===== src/rtl/msd_serial_mac.sv =====
// Multi-lane term-serial MAC: latches LANES activations, then accumulates +/-(act << shift) per lane.
// Define MSD_MAC_SAT_EN for saturating accumulation; the default build wraps modulo 2^PSU_DW.
`ifndef HW_IDX_DW
`define HW_IDX_DW 3
`endif
`ifndef HW_ACT_DW
`define HW_ACT_DW 8
`endif
`ifndef HW_PSU_DW
`define HW_PSU_DW 24
`endif

module msd_serial_mac #(
   parameter int IDX_DW    = `HW_IDX_DW,
   parameter int ACT_DW    = `HW_ACT_DW,
   parameter int PSU_DW    = `HW_PSU_DW,
   parameter int LANES     = 4,
   parameter int MAX_TERMS = 4
) (
   input  logic                     clk,
   input  logic                     rst,
   input  logic                     act_valid,
   output logic                     act_ready,
   input  logic [LANES*ACT_DW-1:0]  act_in,
   input  logic                     term_valid,
   output logic                     term_ready,
   input  logic [IDX_DW-1:0]        term_in,
   input  logic                     term_last,
   output logic                     out_valid,
   input  logic                     out_ready,
   output logic [LANES*PSU_DW-1:0]  psu_out,
   output logic                     err_ovf
);

   localparam int SH_DW  = IDX_DW - 1;
   localparam int CNT_DW = $clog2(MAX_TERMS + 1);

   typedef enum logic [1:0] {
      IDLE,
      RUN,
      DONE
   } state_t;

   state_t                          state_q, state_d;
   logic [LANES-1:0][ACT_DW-1:0]    act_q, act_d;
   logic [LANES-1:0][PSU_DW-1:0]    acc_q, acc_d;
   logic [CNT_DW-1:0]               cnt_q, cnt_d;
   logic                            err_q, err_d;

   logic [LANES-1:0][PSU_DW-1:0]    mag;
   logic [LANES-1:0][PSU_DW-1:0]    addend;
   logic [LANES-1:0][PSU_DW-1:0]    sum;
   logic [CNT_DW-1:0]               cnt_inc;
   logic                            term_neg;
   logic [SH_DW-1:0]                term_sh;
   logic                            term_nop;

   assign term_neg = term_in[IDX_DW-1];
   assign term_sh  = term_in[SH_DW-1:0];
   // An all-ones shift field encodes a zero weight: it counts as a term but adds nothing.
   assign term_nop = &term_sh;
   assign cnt_inc  = cnt_q + CNT_DW'(1);

`ifdef MSD_MAC_SAT_EN
   localparam logic [PSU_DW-1:0] POS_MAX = {1'b0, {(PSU_DW-1){1'b1}}};
   localparam logic [PSU_DW-1:0] NEG_MIN = {1'b1, {(PSU_DW-1){1'b0}}};
   logic [LANES-1:0][PSU_DW:0]      wide;
`endif

   always_comb begin
      for (int i = 0; i < LANES; i++) begin
         mag[i] = {{(PSU_DW-ACT_DW){1'b0}}, act_q[i]} << term_sh;
         if (term_nop) begin
            addend[i] = '0;
         end else if (term_neg) begin
            addend[i] = ~mag[i] + PSU_DW'(1);
         end else begin
            addend[i] = mag[i];
         end
`ifdef MSD_MAC_SAT_EN
         // One extra bit exposes signed overflow; clamp toward the sign of the true result.
         wide[i] = {acc_q[i][PSU_DW-1], acc_q[i]} + {addend[i][PSU_DW-1], addend[i]};
         if (wide[i][PSU_DW] != wide[i][PSU_DW-1]) begin
            sum[i] = wide[i][PSU_DW] ? NEG_MIN : POS_MAX;
         end else begin
            sum[i] = wide[i][PSU_DW-1:0];
         end
`else
         sum[i] = acc_q[i] + addend[i];
`endif
      end
   end

   always_comb begin
      state_d = state_q;
      act_d   = act_q;
      acc_d   = acc_q;
      cnt_d   = cnt_q;
      err_d   = 1'b0;
      unique case (state_q)
         IDLE: begin
            if (act_valid) begin
               act_d   = act_in;
               acc_d   = '0;
               cnt_d   = '0;
               state_d = RUN;
            end
         end
         RUN: begin
            if (term_valid) begin
               acc_d = sum;
               cnt_d = cnt_inc;
               if (term_last) begin
                  state_d = DONE;
               end else if (cnt_inc == CNT_DW'(MAX_TERMS)) begin
                  state_d = DONE;
                  err_d   = 1'b1;
               end
            end
         end
         DONE: begin
            if (out_ready) begin
               state_d = IDLE;
            end
         end
         default: begin
            state_d = IDLE;
         end
      endcase
   end

   always_ff @(posedge clk) begin
      if (rst) begin
         state_q <= IDLE;
         act_q   <= '0;
         acc_q   <= '0;
         cnt_q   <= '0;
         err_q   <= 1'b0;
      end else begin
         state_q <= state_d;
         act_q   <= act_d;
         acc_q   <= acc_d;
         cnt_q   <= cnt_d;
         err_q   <= err_d;
      end
   end

   assign act_ready  = (state_q == IDLE);
   assign term_ready = (state_q == RUN);
   assign out_valid  = (state_q == DONE);
   assign psu_out    = acc_q;
   assign err_ovf    = err_q;

endmodule


===== config.mk =====
export PLATFORM = sky130hd
export DESIGN_NAME = msd_serial_mac
export DESIGN_NICKNAME = d
export VERILOG_FILES = /design/src/rtl/msd_serial_mac.sv
export SDC_FILE = /design/constraint.sdc
export NUM_CORES = 1
export LEC_CHECK = 0
export ABC_AREA = 1
export CAP_MARGIN = 20
export CORE_ASPECT_RATIO = 1.5
export CORE_MARGIN = 3
export CORE_UTILIZATION = 49
export DETAILED_ROUTE_END_ITERATION = 7
export PLACE_DENSITY = 0.79
export SYNTH_ARGS = -nofsm -noshare
export SYNTH_HDL_FRONTEND = slang
export SYNTH_SLANG_ARGS = --single-unit

===== constraint.sdc =====
create_clock -name clk -period 4.98 [get_ports clk]
set_input_delay 0.996 -clock clk [delete_from_list [all_inputs] [get_ports clk]]
set_output_delay 0.996 -clock clk [all_outputs]
set_load 0.05 [all_outputs]

==> impl_results.md, run 1 <==
- Status: completed
- CORE AREA: 23800 sq um
- CTS tree: done
- Post-DP HPWL: 28900 um
- DRT Pass-1 Iters: 5
- CP Max Fanout: 31
- Flops & latches, synth: 134
- Worst path required time: 5.25 ns
- Fin. Hold Viols: 0
- TritonCTS buffer count: 17
- Drt drc: 0
- CP arrival: 4.78 ns
- Area grow syn2layout: 19.5%
- Clock power share: 38.1%
- CTS resizes: 0
- Vias in the first global route: 12780
- Post-CTS Setup Bufs: 0
- Syn Nets: 2081
- Hold WC Path Type: register to register
- Mapped Area: 11900 sq um
- Min Tclk post-route: 4.51 ns
- Most frequent cells after synthesis: 512 x nand2_1, 278 x a21oi_1, 176 x nor2_1
- Pins Over Slew Limit: 0
- Gate power share: 30.1%
- Layout cells sized above 1: 6.85%
- Post-cts hold buffer count: 0
- # clock sinks: 134
- First-pass GRT wire length: 61500 um
- Pwr/cell area: 262 nW/um^2
- Largest net degree at the start of global routing: 83
- N_diodes: 0
- Clk buf depth: 2
- Total net switching power: 1330 uW
- Max-slew headroom at the worst pin: 36.2%
- Maximum vdd drop: 0.000254 V
- Int Pwr: 2410 uW
- FF-to-FF Start: act_q[8]
- Rows: 69
- GP Congestion: 0.956
- Io pins: 141
- Synth warnings: 0
- Distinct cells, synth: 42
- Clock root buffer: clkbuf_16
- Critical Path Sink Type: register
- EDFF count, synth: 0
- Final #Nets: 2204
- Die width: 133 um
- Die H: 197 um
- Post-synthesis sequential area ratio: 22.5%
- Final non-filler cell total: 2393
- RSZ-0062 raised after global routing: no
- H-tree depth: 4
- Seq pwr share: 31.7%
- Number of I/O port buffers: 140
- Top-count cell post-synth: nand2_1
- Reg clk slew, reported paths: 0.06 ns
- Top cells by area, synth: dfxtp_1 22%, nand2_1 16%, a21oi_1 12%
- Switching Share: 35.5%
- Max Clk Rate: 0.222 GHz
- Synth area leader: dfxtp_1
- Wire length per cell: 15.7 um
- Syn_area_per_cell: 6.16 sq um
- Hold Path Origin: psu_out[91]
- DIE AREA: 26300 sq um
- Synth async-reset ratio: 0%
- Post-Route WL: 37500 um
- Kind of critical path: primary input to register
- Via/cell ratio: 5.59
- Starting Density: 50.1%
- Cells after synthesis: 1938
- Antenna-violating nets left: 0
- CP startpoint kind: primary input
- Final setup TNS: 0 ns
- Vias: 13387
- Grt ovf: 0
- Max_cap viols: 0
- Clock Latency Late Sink: 0.43 ns
- Placed instance count: 2361
- DRT iter0 DRCs: 864
- Primary FF master, synth: dfxtp_1
- Slew of the pin with the lowest slew margin: 0.957 ns
- Crit path from: term_in[1]
- Leakage: 0.00656 uW
- Worst Skew: 0.00909 ns
- Share of the synthesized area in the top cell type: 22.5%
- Initial antenna violation count: 0
- Final Setup Violations: 0
- Final Cycle Share: 90.5%
- Total Routing Usage GR: 28.3%
==> cell type report <==
type,count,area (sq um)
fillers,2364,9560
multi-input cells,1576,8290
flip-flops and latches,134,2680
repair buffers,166,1620
inverters,166,623
clock buffers,20,457
well taps,319,399
clock inverters,12,200
==> cells by family (layout without fill, tap and decap cells) <==
logic type / after synthesis / in the layout / share of synthesized area (%)
adders and majority gates: 102 / 102 / 10.9
AOI/OAI and AO/OA: 491 / 491 / 22.0
xor gates and xnor gates: 3 / 3 / 0.220
buffers and inverters: 228 / 364 / 8.12
and+or+nand+nor: 980 / 980 / 36.3
DFF: 134 / 134 / 22.5
==> cell usage in the layout (no fill, tap or decap), drive strengths merged, types with 4 or more instances in the layout <==
master	Yosys	routed
nand2	540	540
a21oi	278	278
nor2	188	188
nand3	181	181
inv	166	166
o21ai	158	158
clkdlybuf4s50	0	139
dfxtp	134	134
ha	98	98
nor3	32	32
buf	33	27
o21a	21	21
clkbuf	29	20
a21o	18	18
or2	16	16
nand4	11	11
nand3b	6	6
a21boi	5	5
nor4	5	5
a211oi	5	5
bufinv	0	5
fa	4	4
clkinv	0	4
==> flip-flops by register name, summed over array words and instances (netlist names) <==
signal,flops
act_q,32
cnt_q,3
err_ovf,1
psu_out,96
state_q,2
==> stage by stage <==
step | area [sq um] | total power [uW] | utilization [%] | worst slack, ns | hold slack, ns
finish | 14300 | 3740 | 59.9 | 0.474 | 0.484
CTS | 14300 | 3750 | 59.9 | 0.531 | 0.486
floorplan | 11900 | 2020 | - | 1.31 | 0.452
detailed placement | 13600 | 2320 | 57.1 | 0.0797 | 0.479
global route | 14300 | 3930 | 59.9 | 0.193 | 0.503
global placement | 13600 | 2310 | 57.1 | 0.136 | 0.461
==> metal layers <==
| layer | global-route usage [%] | wire (um) | vias to the layer above |
|---|---|---|---|
| met3 | 3.47 | 1660 | 101 |
| met4 | 12.4 | 1540 | 0 |
| met1 | 32.7 | 15400 | 6088 |
| met2 | 52.2 | 18900 | 414 |
| met5 | 0 | 0 | - |
| li1 | - | - | 6784 |
==> path summary, 6_finish.rpt <==
check | to | slack, ns | cells after the start
worst min-delay path | psu_out[91] | 0.48 | 2
worst max register to register | psu_out[42] | 1.45 | 19
worst max-delay path | psu_out[42] | 0.47 | 20
worst min register to register | psu_out[91] | 0.48 | 2
==> critical path, stage by stage <==
cell and delay, ns:
clkdlybuf4s50_1 0.52, buf_4 0.35, nor2_1 0.13, inv_1 0.08
ha_1 0.20, nand3_2 0.12, nor2_4 0.12, nand2_2 0.08
o31ai_4 0.36, inv_1 0.19, ha_1 0.39, nand2_1 0.10
nor2_1 0.14, nand2_1 0.06, o21ai_0 0.46, nand2_1 0.17
nand2_1 0.09, nand2_1 0.05, nand3_1 0.08, a21oi_1 0.07
==> power by group through the flow <==
| stage | sequential (uW) | clock [uW] | combinational (uW) |
|---|---|---|---|
| after global routing | 1190 | 1490 | 1250 |
| final | 1190 | 1430 | 1130 |
| after detailed placement | 1210 | 0 | 1110 |
| after floorplan | 1280 | 0 | 735 |
| after CTS | 1190 | 1450 | 1120 |
| after global placement | 1210 | 0 | 1100 |
Power figures use the tool's default switching activity.
==> run 2: changes to the inputs <==
CORE_ASPECT_RATIO = unset   (was 1.5)
SKIP_LAST_GASP = 1   (was unset)
==> run 2 against run 1 <==
  * Combinational power about the same
  * Hold slack got worse by 0.0049 ns
  * Clock power decreased by 12%
  * Fmax increased by 2.5%
  * Largest cell class unchanged
  * Critical endpoint is now psu_out[17]
  * Worst setup slack improved by 0.11 ns
==> impl_results.md, run 2 (same netlist as run 1, synthesis figures left out) <==
- Reg clk slew, reported paths: 0.07 ns
- Hold Path Origin: cnt_q[2]
- Clk buf depth: 2
- Die width: 162 um
- Most common cell after layout, fill and taps aside: nand2_1
- Io pins: 141
- Max Clk Rate: 0.227 GHz
- CP arrival: 4.67 ns
- Final setup TNS: 0 ns
- Hold EP: cnt_q[2]
- Final #Nets: 2202
- Number of I/O port buffers: 140
- Worst path required time: 5.25 ns
- Fin util: 59.9%
- Fin. Hold Viols: 0
- Largest net degree at the start of global routing: 82
- Starting Density: 50.4%
- Die H: 162 um
- Pwr/cell area: 252 nW/um^2
- Kind of critical path: primary input to register
- Area grow syn2layout: 18.8%
- Status: completed
- Maximum vdd drop: 0.000200 V
- Max_cap viols: 0
- Clock Latency Late Sink: 0.43 ns
- GP Congestion: 0.955
- Layout cells sized above 1: 6.81%
- Post-cts hold buffer count: 0
- H-tree depth: 4
- Pins Over Slew Limit: 0
- Initial antenna violation count: 0
- DIE AREA: 26300 sq um
- Via/cell ratio: 5.56
- Max reg flops: 96
- Post-Route WL: 36600 um
- Post-CTS Setup Bufs: 0
- DRT Pass-1 Iters: 6
- Antenna-violating nets left: 0
- Grt ovf: 0
- CTS tree: done
- Post-DP HPWL: 27600 um
- CTS resizes: 0
- TritonCTS buffer count: 17
- Wire length per cell: 15.3 um
- Worst Skew: 0.0134 ns
- Final Setup Violations: 0
- R2R cell count: 19
- Final Cycle Share: 88.3%
- N_diodes: 0
- Rows: 56
- DRT iter0 DRCs: 1010
- Hold WC Path Type: register to register
- Critical Path Sink Type: register
- Slew of the pin with the lowest slew margin: 0.945 ns
- First-pass GRT wire length: 60800 um
- Drt drc: 0
- Min Tclk post-route: 4.40 ns
- R2r setup slk: 1.57 ns
- CP Max Fanout: 15
- RSZ-0062 raised after global routing: no
- Vias in the first global route: 12442
- CP startpoint kind: primary input
- Leakage: 0.00652 uW
- CORE AREA: 23700 sq um
- Pwr Total: 3570 uW
- # clock sinks: 134
- Max-slew headroom at the worst pin: 37.0%
- Vias: 13304
- FF-to-FF Start: act_q[8]
- Min-Delay Path Depth: 2
- Clock root buffer: clkbuf_16
- Total Routing Usage GR: 27.7%
- Reg2reg end: psu_out[42]
- Most frequent cells in the layout: 512 x nand2_1, 278 x a21oi_1, 175 x nor2_1
[run 2: cell count changes in the layout (fill, tap and decap cells not counted), sizes merged]
cell / delta
buf: -2
bufinv: -4
clkbuf: -3
clkinv: -1
clkinvlp: +1
inv: +7
[run 2: layout make-up]
class	instances	area, sq um
timing repair buffer	164	1620
clock inverter	15	143
clock buffer	17	425
sequential	134	2680
tap	319	399
multi-input combinational	1576	8290
fill	2354	9510
inverter	166	623
[run 2: critical path, stage by stage]
cell	delay (ns)
clkdlybuf4s50_1	0.57
inv_2	0.16
buf_4	0.23
nand2_1	0.17
ha_1	0.22
nand3_2	0.10
nor2_2	0.15
nand4_1	0.11
nand2_1	0.26
inv_1	0.11
ha_1	0.36
nand2_1	0.12
nor2_1	0.16
nand2_1	0.06
o21ai_0	0.45
nand2_1	0.17
nand2_1	0.09
nand2_1	0.05
nand3_1	0.06
a21oi_1	0.07
[run 2: where the power goes]
part           leakage [uW]  internal [uW]  switching, uW  total [uW]
combinational       0.00516            368            755        1120
clock              0.000269            699            565        1260
sequential          0.00109           1130           55.2        1180
total               0.00652           2190           1380        3570
[run 2: worst max-delay path by stage]
stage | from | endpoint | slack (ns) | depth (start not counted)
5_1_grt | term_in[0] | psu_out[17] | 0.30 | 22
3_3_place_gp | term_in[0] | psu_out[46] | 0.20 | 21
4_1_cts | term_in[0] | psu_out[17] | 0.64 | 22
6_report | term_in[1] | psu_out[17] | 0.58 | 20
3_5_place_dp | term_in[0] | psu_out[17] | 0.21 | 22
2_1_floorplan | term_in[0] | psu_out[93] | 1.31 | 21
[run 2: layer usage]
layer	global-route usage [%]	vias up	wire length (um)	share of wire, %
li1	-	6764	-	-
met1	39.5	6038	17700	48
met2	44.8	455	16100	44
met3	3.37	47	2240	6.1
met4	6.75	0	591	1.6
met5	0	-	0	0
[run 2: stage by stage]
step / cell area (sq um) / setup WS, ns / hold WS (ns) / std cells
global route: 14200 / 0.301 / 0.505 / 2391
global placement: 13600 / 0.196 / 0.462 / 2359
finish: 14200 / 0.582 / 0.480 / 2391
detailed placement: 13600 / 0.209 / 0.471 / 2359
floorplan: 11900 / 1.31 / 0.452 / 1938
CTS: 14200 / 0.644 / 0.479 / 2391
==> run 3: changes to the inputs <==
CTS_CLUSTER_DIAMETER = 120   (was unset)
==> results of run 3 <==
Same layout as run 2: the final DEF is identical, and so are final timing and power.
